$ cat src/rtl/lsu_mem_ctrl_if.sv
// Memory-side req/ack port of the load/store unit.
// Signal suffixes are from the LSU's point of view.
interface lsu_mem_ctrl_if;
  logic        mem_req_o;
  logic        mem_we_o;
  logic [31:0] mem_addr_o;
  logic [31:0] mem_wdata_o;
  logic [3:0]  mem_be_o;
  logic        mem_ack_i;
  logic [31:0] mem_rdata_i;

  modport master (
    output mem_req_o, mem_we_o, mem_addr_o, mem_wdata_o, mem_be_o,
    input  mem_ack_i, mem_rdata_i
  );

  modport slave (
    input  mem_req_o, mem_we_o, mem_addr_o, mem_wdata_o, mem_be_o,
    output mem_ack_i, mem_rdata_i
  );
endinterface

$ cat src/rtl/lsu_mem_ctrl.sv
// RV32I load/store unit: one aligned req/ack access per M-stage op, pipeline stall, load extension.
// Optional LSU_TIMEOUT_EN builds the REQ timeout counter that drives bus_err_o.
module lsu_mem_ctrl #(
  parameter int unsigned MEM_TIMEOUT = 15
) (
  input  logic         clk,
  input  logic         rst,
  input  logic         valid_M,
  input  logic         rd_en,
  input  logic         wr_en,
  input  logic [2:0]   funct3,
  input  logic [31:0]  addr,
  input  logic [31:0]  wdata,
  output logic         stall_o,
  output logic [31:0]  rdata_o,
  output logic         rdata_valid_o,
  output logic         access_fault_o,
  output logic         bus_err_o,
  lsu_mem_ctrl_if.master mem
);

  typedef enum logic [1:0] {IDLE, REQ, DONE} state_e;

  state_e      state_q, state_d;
  logic        mem_req_q, mem_req_d;
  logic        mem_we_q, mem_we_d;
  logic [31:0] mem_addr_q, mem_addr_d;
  logic [31:0] mem_wdata_q, mem_wdata_d;
  logic [3:0]  mem_be_q, mem_be_d;
  logic [2:0]  f3_q, f3_d;
  logic [1:0]  off_q, off_d;
  logic [31:0] rdata_q, rdata_d;
  logic        rdata_valid_q, rdata_valid_d;
  logic        bus_err_q, bus_err_d;

  logic        legal_f3, misalign, one_op, accept, timeout_hit;
  logic [3:0]  be_c;
  logic [31:0] wdata_c, load_ext;
  logic [7:0]  ld_byte;
  logic [15:0] ld_half;

  // Request decode and fault detection on the live M-stage inputs
  always_comb begin
    legal_f3 = funct3 inside {3'b000, 3'b001, 3'b010, 3'b100, 3'b101};
    misalign = ((funct3[1:0] == 2'b01) && addr[0]) ||
               ((funct3 == 3'b010) && (addr[1:0] != 2'b00));
    one_op   = rd_en ^ wr_en;
    accept   = (state_q == IDLE) && valid_M && one_op && legal_f3 && !misalign;
    access_fault_o = rst && (state_q == IDLE) && valid_M &&
                     ((rd_en && wr_en) || (one_op && (!legal_f3 || misalign)));
    // Gated by reset so every output reads 0 while rst is low
    stall_o  = rst && (accept || (state_q == REQ));
  end

  // Byte-lane placement for stores
  always_comb begin
    case (funct3[1:0])
      2'b00: begin
        be_c    = 4'b0001 << addr[1:0];
        wdata_c = {4{wdata[7:0]}};
      end
      2'b01: begin
        be_c    = 4'b0011 << {addr[1], 1'b0};
        wdata_c = {2{wdata[15:0]}};
      end
      default: begin
        be_c    = 4'b1111;
        wdata_c = wdata;
      end
    endcase
  end

  // Load lane select and extension from the registered offset/funct3
  always_comb begin
    case (off_q)
      2'b00:   ld_byte = mem.mem_rdata_i[7:0];
      2'b01:   ld_byte = mem.mem_rdata_i[15:8];
      2'b10:   ld_byte = mem.mem_rdata_i[23:16];
      default: ld_byte = mem.mem_rdata_i[31:24];
    endcase
    ld_half = off_q[1] ? mem.mem_rdata_i[31:16] : mem.mem_rdata_i[15:0];
    case (f3_q[1:0])
      2'b00:   load_ext = {{24{~f3_q[2] & ld_byte[7]}}, ld_byte};
      2'b01:   load_ext = {{16{~f3_q[2] & ld_half[15]}}, ld_half};
      default: load_ext = mem.mem_rdata_i;
    endcase
  end

`ifdef LSU_TIMEOUT_EN
  logic [7:0] cnt_q, cnt_d;

  always_comb begin
    cnt_d       = (state_q == REQ) ? cnt_q + 8'd1 : 8'd0;
    timeout_hit = (state_q == REQ) && (cnt_q == 8'(MEM_TIMEOUT - 1));
  end

  always_ff @(posedge clk or negedge rst) begin
    if (!rst) cnt_q <= 8'd0;
    else      cnt_q <= cnt_d;
  end
`else
  logic [7:0] unused_timeout;
  assign unused_timeout = 8'(MEM_TIMEOUT);
  assign timeout_hit    = 1'b0;
`endif

  // Next-state and registered output logic
  always_comb begin
    state_d       = state_q;
    mem_req_d     = mem_req_q;
    mem_we_d      = mem_we_q;
    mem_addr_d    = mem_addr_q;
    mem_wdata_d   = mem_wdata_q;
    mem_be_d      = mem_be_q;
    f3_d          = f3_q;
    off_d         = off_q;
    rdata_d       = rdata_q;
    rdata_valid_d = 1'b0;
    bus_err_d     = 1'b0;
    case (state_q)
      IDLE: begin
        if (accept) begin
          state_d     = REQ;
          mem_req_d   = 1'b1;
          mem_we_d    = wr_en;
          mem_addr_d  = {addr[31:2], 2'b00};
          mem_wdata_d = wdata_c;
          mem_be_d    = be_c;
          f3_d        = funct3;
          off_d       = addr[1:0];
        end
      end
      REQ: begin
        if (mem.mem_ack_i) begin
          state_d   = DONE;
          mem_req_d = 1'b0;
          if (!mem_we_q) begin
            rdata_d       = load_ext;
            rdata_valid_d = 1'b1;
          end
        end else if (timeout_hit) begin
          state_d   = DONE;
          mem_req_d = 1'b0;
          bus_err_d = 1'b1;
          rdata_d   = 32'd0;
        end
      end
      DONE:    state_d = IDLE;
      default: state_d = IDLE;
    endcase
  end

  always_ff @(posedge clk or negedge rst) begin
    if (!rst) begin
      state_q       <= IDLE;
      mem_req_q     <= 1'b0;
      mem_we_q      <= 1'b0;
      mem_addr_q    <= 32'd0;
      mem_wdata_q   <= 32'd0;
      mem_be_q      <= 4'd0;
      f3_q          <= 3'd0;
      off_q         <= 2'd0;
      rdata_q       <= 32'd0;
      rdata_valid_q <= 1'b0;
      bus_err_q     <= 1'b0;
    end else begin
      state_q       <= state_d;
      mem_req_q     <= mem_req_d;
      mem_we_q      <= mem_we_d;
      mem_addr_q    <= mem_addr_d;
      mem_wdata_q   <= mem_wdata_d;
      mem_be_q      <= mem_be_d;
      f3_q          <= f3_d;
      off_q         <= off_d;
      rdata_q       <= rdata_d;
      rdata_valid_q <= rdata_valid_d;
      bus_err_q     <= bus_err_d;
    end
  end

  assign mem.mem_req_o   = mem_req_q;
  assign mem.mem_we_o    = mem_we_q;
  assign mem.mem_addr_o  = mem_addr_q;
  assign mem.mem_wdata_o = mem_wdata_q;
  assign mem.mem_be_o    = mem_be_q;
  assign rdata_o         = rdata_q;
  assign rdata_valid_o   = rdata_valid_q;
  assign bus_err_o       = bus_err_q;

endmodule
$ cat src/flat_wrapper.sv
// flat-port wrapper written by rule: the top's interface ports become plain ports
module lsu_mem_ctrl_flat 
#(
  parameter int unsigned MEM_TIMEOUT = 15
)
  (clk, rst, valid_M, rd_en, wr_en, funct3, addr, wdata, stall_o, rdata_o, rdata_valid_o, access_fault_o, bus_err_o, mem_mem_req_o, mem_mem_we_o, mem_mem_addr_o, mem_mem_wdata_o, mem_mem_be_o, mem_mem_ack_i, mem_mem_rdata_i);
  lsu_mem_ctrl_if mem_i ();
  input  logic clk;
  input  logic rst;
  input  logic valid_M;
  input  logic rd_en;
  input  logic wr_en;
  input  logic [2:0] funct3;
  input  logic [31:0] addr;
  input  logic [31:0] wdata;
  output logic stall_o;
  output logic [31:0] rdata_o;
  output logic rdata_valid_o;
  output logic access_fault_o;
  output logic bus_err_o;
  output wire logic [$bits(mem_i.mem_req_o)-1:0] mem_mem_req_o;
  output wire logic [$bits(mem_i.mem_we_o)-1:0] mem_mem_we_o;
  output wire logic [$bits(mem_i.mem_addr_o)-1:0] mem_mem_addr_o;
  output wire logic [$bits(mem_i.mem_wdata_o)-1:0] mem_mem_wdata_o;
  output wire logic [$bits(mem_i.mem_be_o)-1:0] mem_mem_be_o;
  input wire logic [$bits(mem_i.mem_ack_i)-1:0] mem_mem_ack_i;
  input wire logic [$bits(mem_i.mem_rdata_i)-1:0] mem_mem_rdata_i;
  assign mem_mem_req_o = mem_i.mem_req_o;
  assign mem_mem_we_o = mem_i.mem_we_o;
  assign mem_mem_addr_o = mem_i.mem_addr_o;
  assign mem_mem_wdata_o = mem_i.mem_wdata_o;
  assign mem_mem_be_o = mem_i.mem_be_o;
  assign mem_i.mem_ack_i = mem_mem_ack_i;
  assign mem_i.mem_rdata_i = mem_mem_rdata_i;
  lsu_mem_ctrl #(.MEM_TIMEOUT(MEM_TIMEOUT)) u_core (.clk(clk), .rst(rst), .valid_M(valid_M), .rd_en(rd_en), .wr_en(wr_en), .funct3(funct3), .addr(addr), .wdata(wdata), .stall_o(stall_o), .rdata_o(rdata_o), .rdata_valid_o(rdata_valid_o), .access_fault_o(access_fault_o), .bus_err_o(bus_err_o), .mem(mem_i));
endmodule
$ cat config.mk
export PLATFORM = sky130hd
export DESIGN_NAME = lsu_mem_ctrl_flat
export DESIGN_NICKNAME = d
export VERILOG_FILES = /design/src/rtl/lsu_mem_ctrl_if.sv /design/src/rtl/lsu_mem_ctrl.sv /design/src/flat_wrapper.sv
export SDC_FILE = /design/constraint.sdc
export NUM_CORES = 1
export LEC_CHECK = 0
export ABC_AREA = 1
export BUFFER_PORTS_ARGS = -buffer_cell sky130_fd_sc_hd__buf_2
export CAP_MARGIN = 10
export CORE_ASPECT_RATIO = 1.1
export CORE_MARGIN = 4
export CORE_UTILIZATION = 52
export DETAILED_ROUTE_END_ITERATION = 8
export HOLD_SLACK_MARGIN = 0.03
export PLACE_DENSITY_LB_ADDON = 0.25
export SLEW_MARGIN = 20
export SYNTH_ARGS = -nofsm -noshare
export SYNTH_HDL_FRONTEND = slang
export SYNTH_SLANG_ARGS = --single-unit
$ cat constraint.sdc
create_clock -name clk -period 2.6 [get_ports clk]
set_input_delay 0.26 -clock clk [delete_from_list [all_inputs] [get_ports clk]]
set_output_delay 0.26 -clock clk [all_outputs]
set_load 0.05 [all_outputs]
==> results_tabular.tex, run 1 <==
\begin{tabular}{lr}
\hline
Metric & Value \\
\hline
\multicolumn{2}{l}{\textbf{Clock network}} \\
Post-CTS setup-driven buffer insertion count & 0 \\
CTS tree & built \\
Gates resized, CTS repair & 0 \\
Source-to-sink clock delay at the later pin of the worst-skew pair & about 0.36 ns \\
Clock transition at the register clock pins on the worst setup and hold paths after CTS & 0.10 ns \\
Clock tree root driver cell & sky130\_fd\_sc\_hd\_\_clkbuf\_8 \\
Maximum buffer depth of the clock tree & 2 \\
Number of clock sinks & approximately 110 \\
Number of hold buffers added after CTS & 1 \\
Number of H-tree levels & 3 \\
Clock buffer count from CTS & 9 \\
\multicolumn{2}{l}{\textbf{STA}} \\
Worst-case headroom to the max-slew limit & 57.4\% \\
Slew Viols, Final & 0 \\
Transition time of the tightest slew-check pin & 0.638 ns \\
Maximum clock rate & $\sim$460 MHz \\
Setup repair after global routing missed its margin & false \\
Final Hold Vio Count & 0 \\
Fraction of the cycle the final worst path needs & 83.0\% \\
Final WS setup & about 0.44 ns \\
Final setup vio count & 0 \\
Total Negative Setup Slacks & 0 ns \\
Worst-case clock skew & slightly above 0.007 ns \\
Clock period minus final worst setup slack & 2.16 ns \\
\multicolumn{2}{l}{\textbf{Yosys}} \\
Unique cell type count in the Yosys netlist & 24 \\
Average cell area after synthesis & around 8 sq um \\
Leading register cell type out of synthesis & sky130\_fd\_sc\_hd\_\_dfrtp\_1 \\
Number of enable-type register cells in the synthesized netlist & 0 \\
Fraction of synthesized cell area taken by the top area cell type & 53.7\% \\
Fraction of registers with async set or reset after synthesis & 100\% \\
Number of warnings issued by yosys & 0 \\
Top cell type by total area after synthesis & sky130\_fd\_sc\_hd\_\_dfrtp\_1 \\
Top area cells in the synthesized netlist & sky130\_fd\_sc\_hd\_\_dfrtp\_1 (54\%), sky130\_fd\_sc\_hd\_\_nand2\_1 (19\%), sky130\_fd\_sc\_hd\_\_a21oi\_1 (5.6\%) \\
Share of synthesized area occupied by flip-flops and latches & approximately 54\% \\
Yosys reg bits & 108 \\
Most repeated cell in the gate-level netlist after synthesis & sky130\_fd\_sc\_hd\_\_nand2\_1 \\
Synth Instances & approximately 630 \\
Summed instance area of the synthesized netlist & 0.00503 sq mm \\
Most frequent cells after synthesis & sky130\_fd\_sc\_hd\_\_nand2\_1 (252), sky130\_fd\_sc\_hd\_\_dfrtp\_1 (108), sky130\_fd\_sc\_hd\_\_a21oi\_1 (56), sky130\_fd\_sc\_hd\_\_nor2\_1 (50), sky130\_fd\_sc\_hd\_\_o21ai\_0 (47) \\
\multicolumn{2}{l}{\textbf{Setup path}} \\
Kind of end point of the critical path & output port \\
Critical Path Slowest Stage Cell & sky130\_fd\_sc\_hd\_\_dfrtp\_1 \\
CP max stage delay & 0.39 ns \\
Cell count of the worst reg-to-reg path & 7 \\
Internal reg-to-reg setup slack & 0.62 ns \\
Data required time of the critical path & 2.34 ns \\
Max Fanout on Critical Path & 27 \\
Critical path class & register to output port \\
Data arrival time of the worst path & between 1.5 and 2 ns \\
Kind of start point of the critical path & register \\
Cells along the critical path & nor2\_1 -> nand3\_1 -> inv\_1 -> nand3\_4 -> a21oi\_2 -> buf\_2 \\
\multicolumn{2}{l}{\textbf{Floorplanning}} \\
\# IOs & 211 \\
Die footprint & 0.0113 sq mm \\
Die Y & 111 microns \\
Effective utilization at floorplan & 53.6\% \\
Core Area & roughly 0.0094 sq mm \\
Number of placement rows & 37 \\
Chip Width & 102 microns \\
\multicolumn{2}{l}{\textbf{Place}} \\
Buffers added on ports & 207 \\
Placed instance area & roughly 0.006 sq mm \\
Final Wtd Congestion & 0.913 \\
Cell total after placement & 923 \\
Worst slack after detailed placement & 0.499 ns \\
HPWL reported at the end of detailed placement & 10,300 microns \\
\multicolumn{2}{l}{\textbf{Global routing}} \\
Largest net degree at the start of global routing & between 80 and 90 \\
Overflow after GRT & 0 \\
Global-route wire length before repair & 22,400 microns \\
Number of global-route vias before repair & 4,721 \\
Initial antenna violation count & 0 \\
Total global routing track utilization & 24.7\% \\
\multicolumn{2}{l}{\textbf{Cells and area}} \\
Number of antenna diodes & 0 \\
Final standard cell count with taps included and fillers excluded & 939 \\
Number of nets in the layout & between 900 and 1,000 \\
Final instance area & 0.00625 sq mm \\
Count of fill cells added during filler insertion & 806 \\
Layout cell share with drive strength beyond 1 & a little under a third \\
Area overhead of the layout relative to synthesis & 24.1\% \\
\multicolumn{2}{l}{\textbf{Drt}} \\
Router iterations before antenna repair & 4 \\
Total number of vias & about 4,900 \\
Drt wl/cell & 14.6 microns \\
Residual antenna-violating net count after detailed routing & 0 \\
Post-Route WL & 13,800 microns \\
DRC violation count after routing & 0 \\
Average via count per standard cell & 5.18 \\
DRC marker count from the first detailed-route iteration & 224 \\
\multicolumn{2}{l}{\textbf{Run}} \\
Max-Cap Viols & 0 \\
\multicolumn{2}{l}{\textbf{Outcome}} \\
Outcome & finished, final reports clean \\
\multicolumn{2}{l}{\textbf{Hold path}} \\
Class of the most critical hold timing path & input pin to register \\
Min-Delay Path Depth & 3 \\
\multicolumn{2}{l}{\textbf{Power and ir drop}} \\
Worst IR drop on VDD & 0.640 mV \\
Power density cells & 1220 mW/mm\^{}2 \\
Cell leakage power & roughly 3.5 nW \\
\hline
\end{tabular}
[registers in the layout, summed over array words and instances (netlist names)]
register                count
u_core.f3_q                 3
u_core.mem.mem_addr_o      30
u_core.mem.mem_be_o         4
u_core.mem.mem_req_o        1
u_core.mem.mem_wdata_o     32
u_core.mem.mem_we_o         1
u_core.off_q                2
u_core.rdata_o             32
u_core.rdata_valid_o        1
u_core.state_q              2
[cell usage in the layout, fill, tap and decap left out, types with 2 or more instances in the layout]
master	n
sky130_fd_sc_hd__nand2_1	252
sky130_fd_sc_hd__buf_2	206
sky130_fd_sc_hd__dfrtp_1	108
sky130_fd_sc_hd__a21oi_1	56
sky130_fd_sc_hd__nor2_1	50
sky130_fd_sc_hd__o21ai_0	47
sky130_fd_sc_hd__nand3_1	19
sky130_fd_sc_hd__inv_1	18
sky130_fd_sc_hd__a21oi_2	11
sky130_fd_sc_hd__clkbuf_8	9
sky130_fd_sc_hd__buf_4	8
sky130_fd_sc_hd__o22ai_1	7
sky130_fd_sc_hd__inv_2	6
sky130_fd_sc_hd__conb_1	3
sky130_fd_sc_hd__nand2_4	2
sky130_fd_sc_hd__nor2_4	2
sky130_fd_sc_hd__o21ai_1	2
sky130_fd_sc_hd__a211oi_1	2
sky130_fd_sc_hd__clkinv_2	2
sky130_fd_sc_hd__clkinv_4	2
sky130_fd_sc_hd__clkbuf_1	2
[critical path, delay by kind of cell (launching register included)]
| family | cells | cell delay [ns] |
|---|---|---|
| flip-flops | 1 | 0.39 |
| buffers and inverters | 2 | 0.40 |
| AO/OA/AOI/OAI | 1 | 0.22 |
| AND/OR/NAND/NOR | 3 | 0.53 |
[kinds of logic after synthesis]
logic type / after synthesis / synth area share (%)
flops: 108 / 53.7
fa+ha+maj: 1 / 0.249
buf+inv: 60 / 6.31
other cells: 1 / 0.0745
compound gates: 126 / 13.6
simple gates: 329 / 26.0
[worst paths after layout]
kind	to	startpoint
hold / removal	u_core.mem.mem_addr_o[28]	addr[28]
hold reg to reg	u_core.rdata_o[2]	u_core.rdata_o[2]
min in group asynchronous	u_core.rdata_o[24]	rst
setup / recovery	stall_o	u_core.state_q[1]
max in group asynchronous	u_core.rdata_o[25]	rst
setup reg to reg	u_core.mem.mem_be_o[3]	u_core.state_q[1]
[cell type report]
type | count | area (sq um) | share of cell area [%]
flip-flops and latches | 108 | 2700 | 43.3
multi-input cells | 459 | 2030 | 32.5
repair buffers | 216 | 1120 | 17.9
well taps | 117 | 146 | 2.34
clock buffers | 11 | 131 | 2.10
inverters | 24 | 90.1 | 1.44
clock inverters | 4 | 27.5 | 0.441
[metrics by stage]
| stage | power, W | utilization [%] | hold slack [ns] |
|---|---|---|---|
| after floorplan | 0.00573 | - | -0.0356 |
| after global placement | 0.00666 | 64.7 | 0.193 |
| after detailed placement | 0.00674 | 64.7 | 0.194 |
| final | 0.00760 | 66.5 | 0.0802 |
| after global routing | 0.00804 | 66.5 | 0.0665 |
| after CTS | 0.00764 | 66.5 | 0.0701 |
[routing by layer]
metal / up-vias / track usage [%] / part of all wire (%)
met3: 38 / 6.10 / 9.4
met5: - / 0 / 0
li1: 2370 / - / -
met4: 0 / 9.89 / 3.1
met1: 2233 / 31.5 / 39
met2: 225 / 39.9 / 48
[where the power goes]
| group | internal [W] | switching [W] |
|---|---|---|
| clock network | 0.000345 | 0.000552 |
| registers | 0.00228 | 0.000383 |
| logic | 0.000891 | 0.00314 |
| total | 0.00352 | 0.00408 |
(Power assumes the default switching activity.)
==> run 2: changes to the inputs <==
--- a/config.mk
+++ b/config.mk
@@ -10,7 +10,7 @@
 export CAP_MARGIN = 10
 export CORE_ASPECT_RATIO = 1.1
 export CORE_MARGIN = 4
-export CORE_UTILIZATION = 52
+export CORE_UTILIZATION = 48
 export DETAILED_ROUTE_END_ITERATION = 8
 export HOLD_SLACK_MARGIN = 0.03
 export PLACE_DENSITY_LB_ADDON = 0.25
==> constraint.sdc (replaced) <==
create_clock -name clk -period 2 [get_ports clk]
set_input_delay 0.2 -clock clk [delete_from_list [all_inputs] [get_ports clk]]
set_output_delay 0.2 -clock clk [all_outputs]
set_load 0.05 [all_outputs]
==> run 2 against run 1 <==
- flip-flop and latch count unchanged
- critical path depth stayed put
- clock power up 39%
- clock skew is 0.0018 ns higher
- final cell count increased by 6.0%
- sequential share of layout area is 2.6 points lower
- utilization fell by 0.27 points
- critical path type unchanged
==> results_tabular.tex, run 2 (synthesis results as in run 1) <==
\begin{tabular}{lr}
\hline
Metric & Value \\
\hline
\multicolumn{2}{l}{\textbf{Outcome}} \\
Outcome & finished, final reports clean \\
\multicolumn{2}{l}{\textbf{Setup path}} \\
Family of cells with the greatest summed delay on the critical path & buffers and inverters \\
Data arrival time of the worst path & 1.56 ns (-0.34 ns) \\
Internal reg-to-reg setup slack & 0.37 ns (-0.25 ns) \\
Cells along the critical path & nor2\_1 -> nand3\_1 -> inv\_1 -> nand2\_1 -> a21oi\_1 -> buf\_2 \\
Data required time of the critical path & 1.80 ns (-0.54 ns) \\
Max Fanout on Critical Path & 2 (-93\%) \\
Buf/Inv on CP & 2 (unchanged) \\
Critical Path Slowest Stage Cell & sky130\_fd\_sc\_hd\_\_dfrtp\_1 \\
Kind of end point of the critical path & output port \\
CP max stage delay & 0.39 ns (about the same) \\
Kind of start point of the critical path & register \\
Critical path class & register to output port \\
\multicolumn{2}{l}{\textbf{Drt}} \\
Average via count per standard cell & 5.01 (-3.4\%) \\
DRC violation count after routing & 0 (unchanged) \\
Post-Route WL & 14,700 microns (+6.9\%) \\
DRC marker count from the first detailed-route iteration & 302 (+35\%) \\
Total number of vias & 4,983 (+2.4\%) \\
Router iterations before antenna repair & 5 (+1) \\
Residual antenna-violating net count after detailed routing & 0 (unchanged) \\
Drt wl/cell & 14.8 microns (+0.87\%) \\
\multicolumn{2}{l}{\textbf{STA}} \\
Slew Viols, Final & 0 (unchanged) \\
Transition time of the tightest slew-check pin & 0.614 ns (-0.0239 ns) \\
Setup repair after global routing missed its margin & false \\
Final WS setup & 0.242 ns (-0.200 ns) \\
Maximum clock rate & 569 MHz \\
Total Negative Setup Slacks & 0 ns (unchanged) \\
Worst-case clock skew & 0.00890 ns (+0.00177 ns) \\
Final Hold Vio Count & 0 (unchanged) \\
Worst-case headroom to the max-slew limit & 59.1\% (+1.7 points) \\
Fraction of the cycle the final worst path needs & 87.9\% \\
Final setup vio count & 0 (unchanged) \\
Clock period minus final worst setup slack & about 1.8 ns \\
\multicolumn{2}{l}{\textbf{Clock network}} \\
Number of H-tree levels & 3 (unchanged) \\
Source-to-sink clock delay at the later pin of the worst-skew pair & 0.37 ns (about the same) \\
CTS tree & built \\
Maximum buffer depth of the clock tree & 2 (unchanged) \\
Clock transition at the register clock pins on the worst setup and hold paths after CTS & 0.10 ns (about the same) \\
Number of clock sinks & 108 (unchanged) \\
Clock buffer count from CTS & 9 (unchanged) \\
Clock tree root driver cell & sky130\_fd\_sc\_hd\_\_clkbuf\_8 \\
Gates resized, CTS repair & 0 (unchanged) \\
\multicolumn{2}{l}{\textbf{Global routing}} \\
Global-route wire length before repair & 24,200 microns (+7.8\%) \\
Total global routing track utilization & 24.7\% (+0.035 points) \\
Initial antenna violation count & 0 (unchanged) \\
Overflow after GRT & 0 (unchanged) \\
Largest net degree at the start of global routing & 109 (+33\%) \\
Number of global-route vias before repair & 5,036 (+6.7\%) \\
\multicolumn{2}{l}{\textbf{Floorplanning}} \\
Core Area & 0.0100 sq mm (+6.7\%) \\
Effective utilization at floorplan & 50.2\% (-3.4 points) \\
Chip Width & 106 microns (+3.8\%) \\
Die footprint & 0.0122 sq mm (+7.7\%) \\
\# IOs & 211 (unchanged) \\
Die Y & 115 microns (+3.8\%) \\
Number of placement rows & 38 (+2.7\%) \\
\multicolumn{2}{l}{\textbf{Place}} \\
Final Wtd Congestion & 0.902 (-1.2\%) \\
Worst slack after detailed placement & 0.310 ns (-0.189 ns) \\
Buffers added on ports & 207 (unchanged) \\
HPWL reported at the end of detailed placement & 10,700 microns (+3.4\%) \\
\multicolumn{2}{l}{\textbf{Power and ir drop}} \\
Cell leakage power & 3.66 nW (+4.5\%) \\
Power density cells & 1510 mW/mm\^{}2 (+24\%) \\
Worst IR drop on VDD & 0.885 mV (+38\%) \\
\multicolumn{2}{l}{\textbf{Cells and area}} \\
Number of antenna diodes & 0 (unchanged) \\
Most frequent cells in the layout & sky130\_fd\_sc\_hd\_\_nand2\_1 (252), sky130\_fd\_sc\_hd\_\_buf\_2 (206), sky130\_fd\_sc\_hd\_\_dfrtp\_1 (108) \\
Most frequent standard cell in the layout excluding fill and tap cells & sky130\_fd\_sc\_hd\_\_nand2\_1 \\
Count of fill cells added during filler insertion & 838 (+4.0\%) \\
Area overhead of the layout relative to synthesis & 31.9\% \\
Number of nets in the layout & 956 (+3.5\%) \\
Layout cell share with drive strength beyond 1 & 30.3\% (-0.49 points) \\
\multicolumn{2}{l}{\textbf{Run}} \\
Max-Cap Viols & 0 (unchanged) \\
\multicolumn{2}{l}{\textbf{Hold path}} \\
Class of the most critical hold timing path & input pin to register \\
\hline
\end{tabular}
-- run 2: metrics by stage --
stage	instances	instance area [sq um]	hold slack [ns]	total power, W	util [%]
after floorplan	627	5040	-0.0956	0.00744	-
after global placement	948	6150	0.351	0.00870	61.3
after detailed placement	948	6150	0.357	0.00879	61.3
after CTS	995	6640	0.0374	0.0101	66.2
after global routing	995	6640	0.0410	0.0106	66.2
final	995	6640	0.0542	0.0100	66.2
-- run 2: final timing paths --
| path | end | startpoint | depth (start not counted) |
|---|---|---|---|
| worst min-delay path | u_core.mem.mem_addr_o[21] | addr[21] | 3 |
| worst min register to register | u_core.mem.mem_addr_o[22] | u_core.mem.mem_addr_o[22] | 2 |
| worst max register to register | u_core.rdata_o[10] | u_core.f3_q[1] | 5 |
| max in group asynchronous | u_core.mem.mem_wdata_o[27] | rst | 3 |
| worst max-delay path | access_fault_o | u_core.state_q[1] | 6 |
| min in group asynchronous | u_core.rdata_o[14] | rst | 3 |
-- run 2: cell type report --
cell class                      instances  area (sq um)  area share [%]
Clock buffer                           11           151            2.28
Sequential cell                       108          2700            40.7
Tap cell                              140           175            2.64
Inverter                               24          90.1            1.36
Multi-Input combinational cell        459          2030            30.5
Clock inverter                          5          35.0           0.528
Timing Repair Buffer                  248          1460            22.0
-- run 2: timing repair --
action	CTS	global route
buffers inserted	1	0
endpoints found under the hold margin	137	0
hold buffers	30	0
endpoints found under the setup margin	1	0
-- run 2: where the power goes --
| group | total, W | internal, W | switching, W |
|---|---|---|---|
| Combinational | 0.00531 | 0.00120 | 0.00411 |
| Clock | 0.00125 | 0.000524 | 0.000729 |
| Sequential | 0.00348 | 0.00297 | 0.000514 |
-- run 2: layer usage --
| layer | up-vias | GRT usage, % | share of wire (%) |
|---|---|---|---|
| li1 | 2438 | - | - |
| met1 | 2293 | 30.3 | 39 |
| met2 | 212 | 41.9 | 50 |
| met3 | 40 | 5.39 | 7.8 |
| met4 | 0 | 11.6 | 3.3 |
| met5 | - | 0 | 0 |
-- run 2: worst register-to-register path, cell delays in order (launching register included) --
cell and delay (ns):
sky130_fd_sc_hd__dfrtp_1 0.61, sky130_fd_sc_hd__nor2_4 0.30, sky130_fd_sc_hd__nand2_1 0.12, sky130_fd_sc_hd__nand2_1 0.11, sky130_fd_sc_hd__nand2_1 0.20, sky130_fd_sc_hd__a21oi_1 0.22
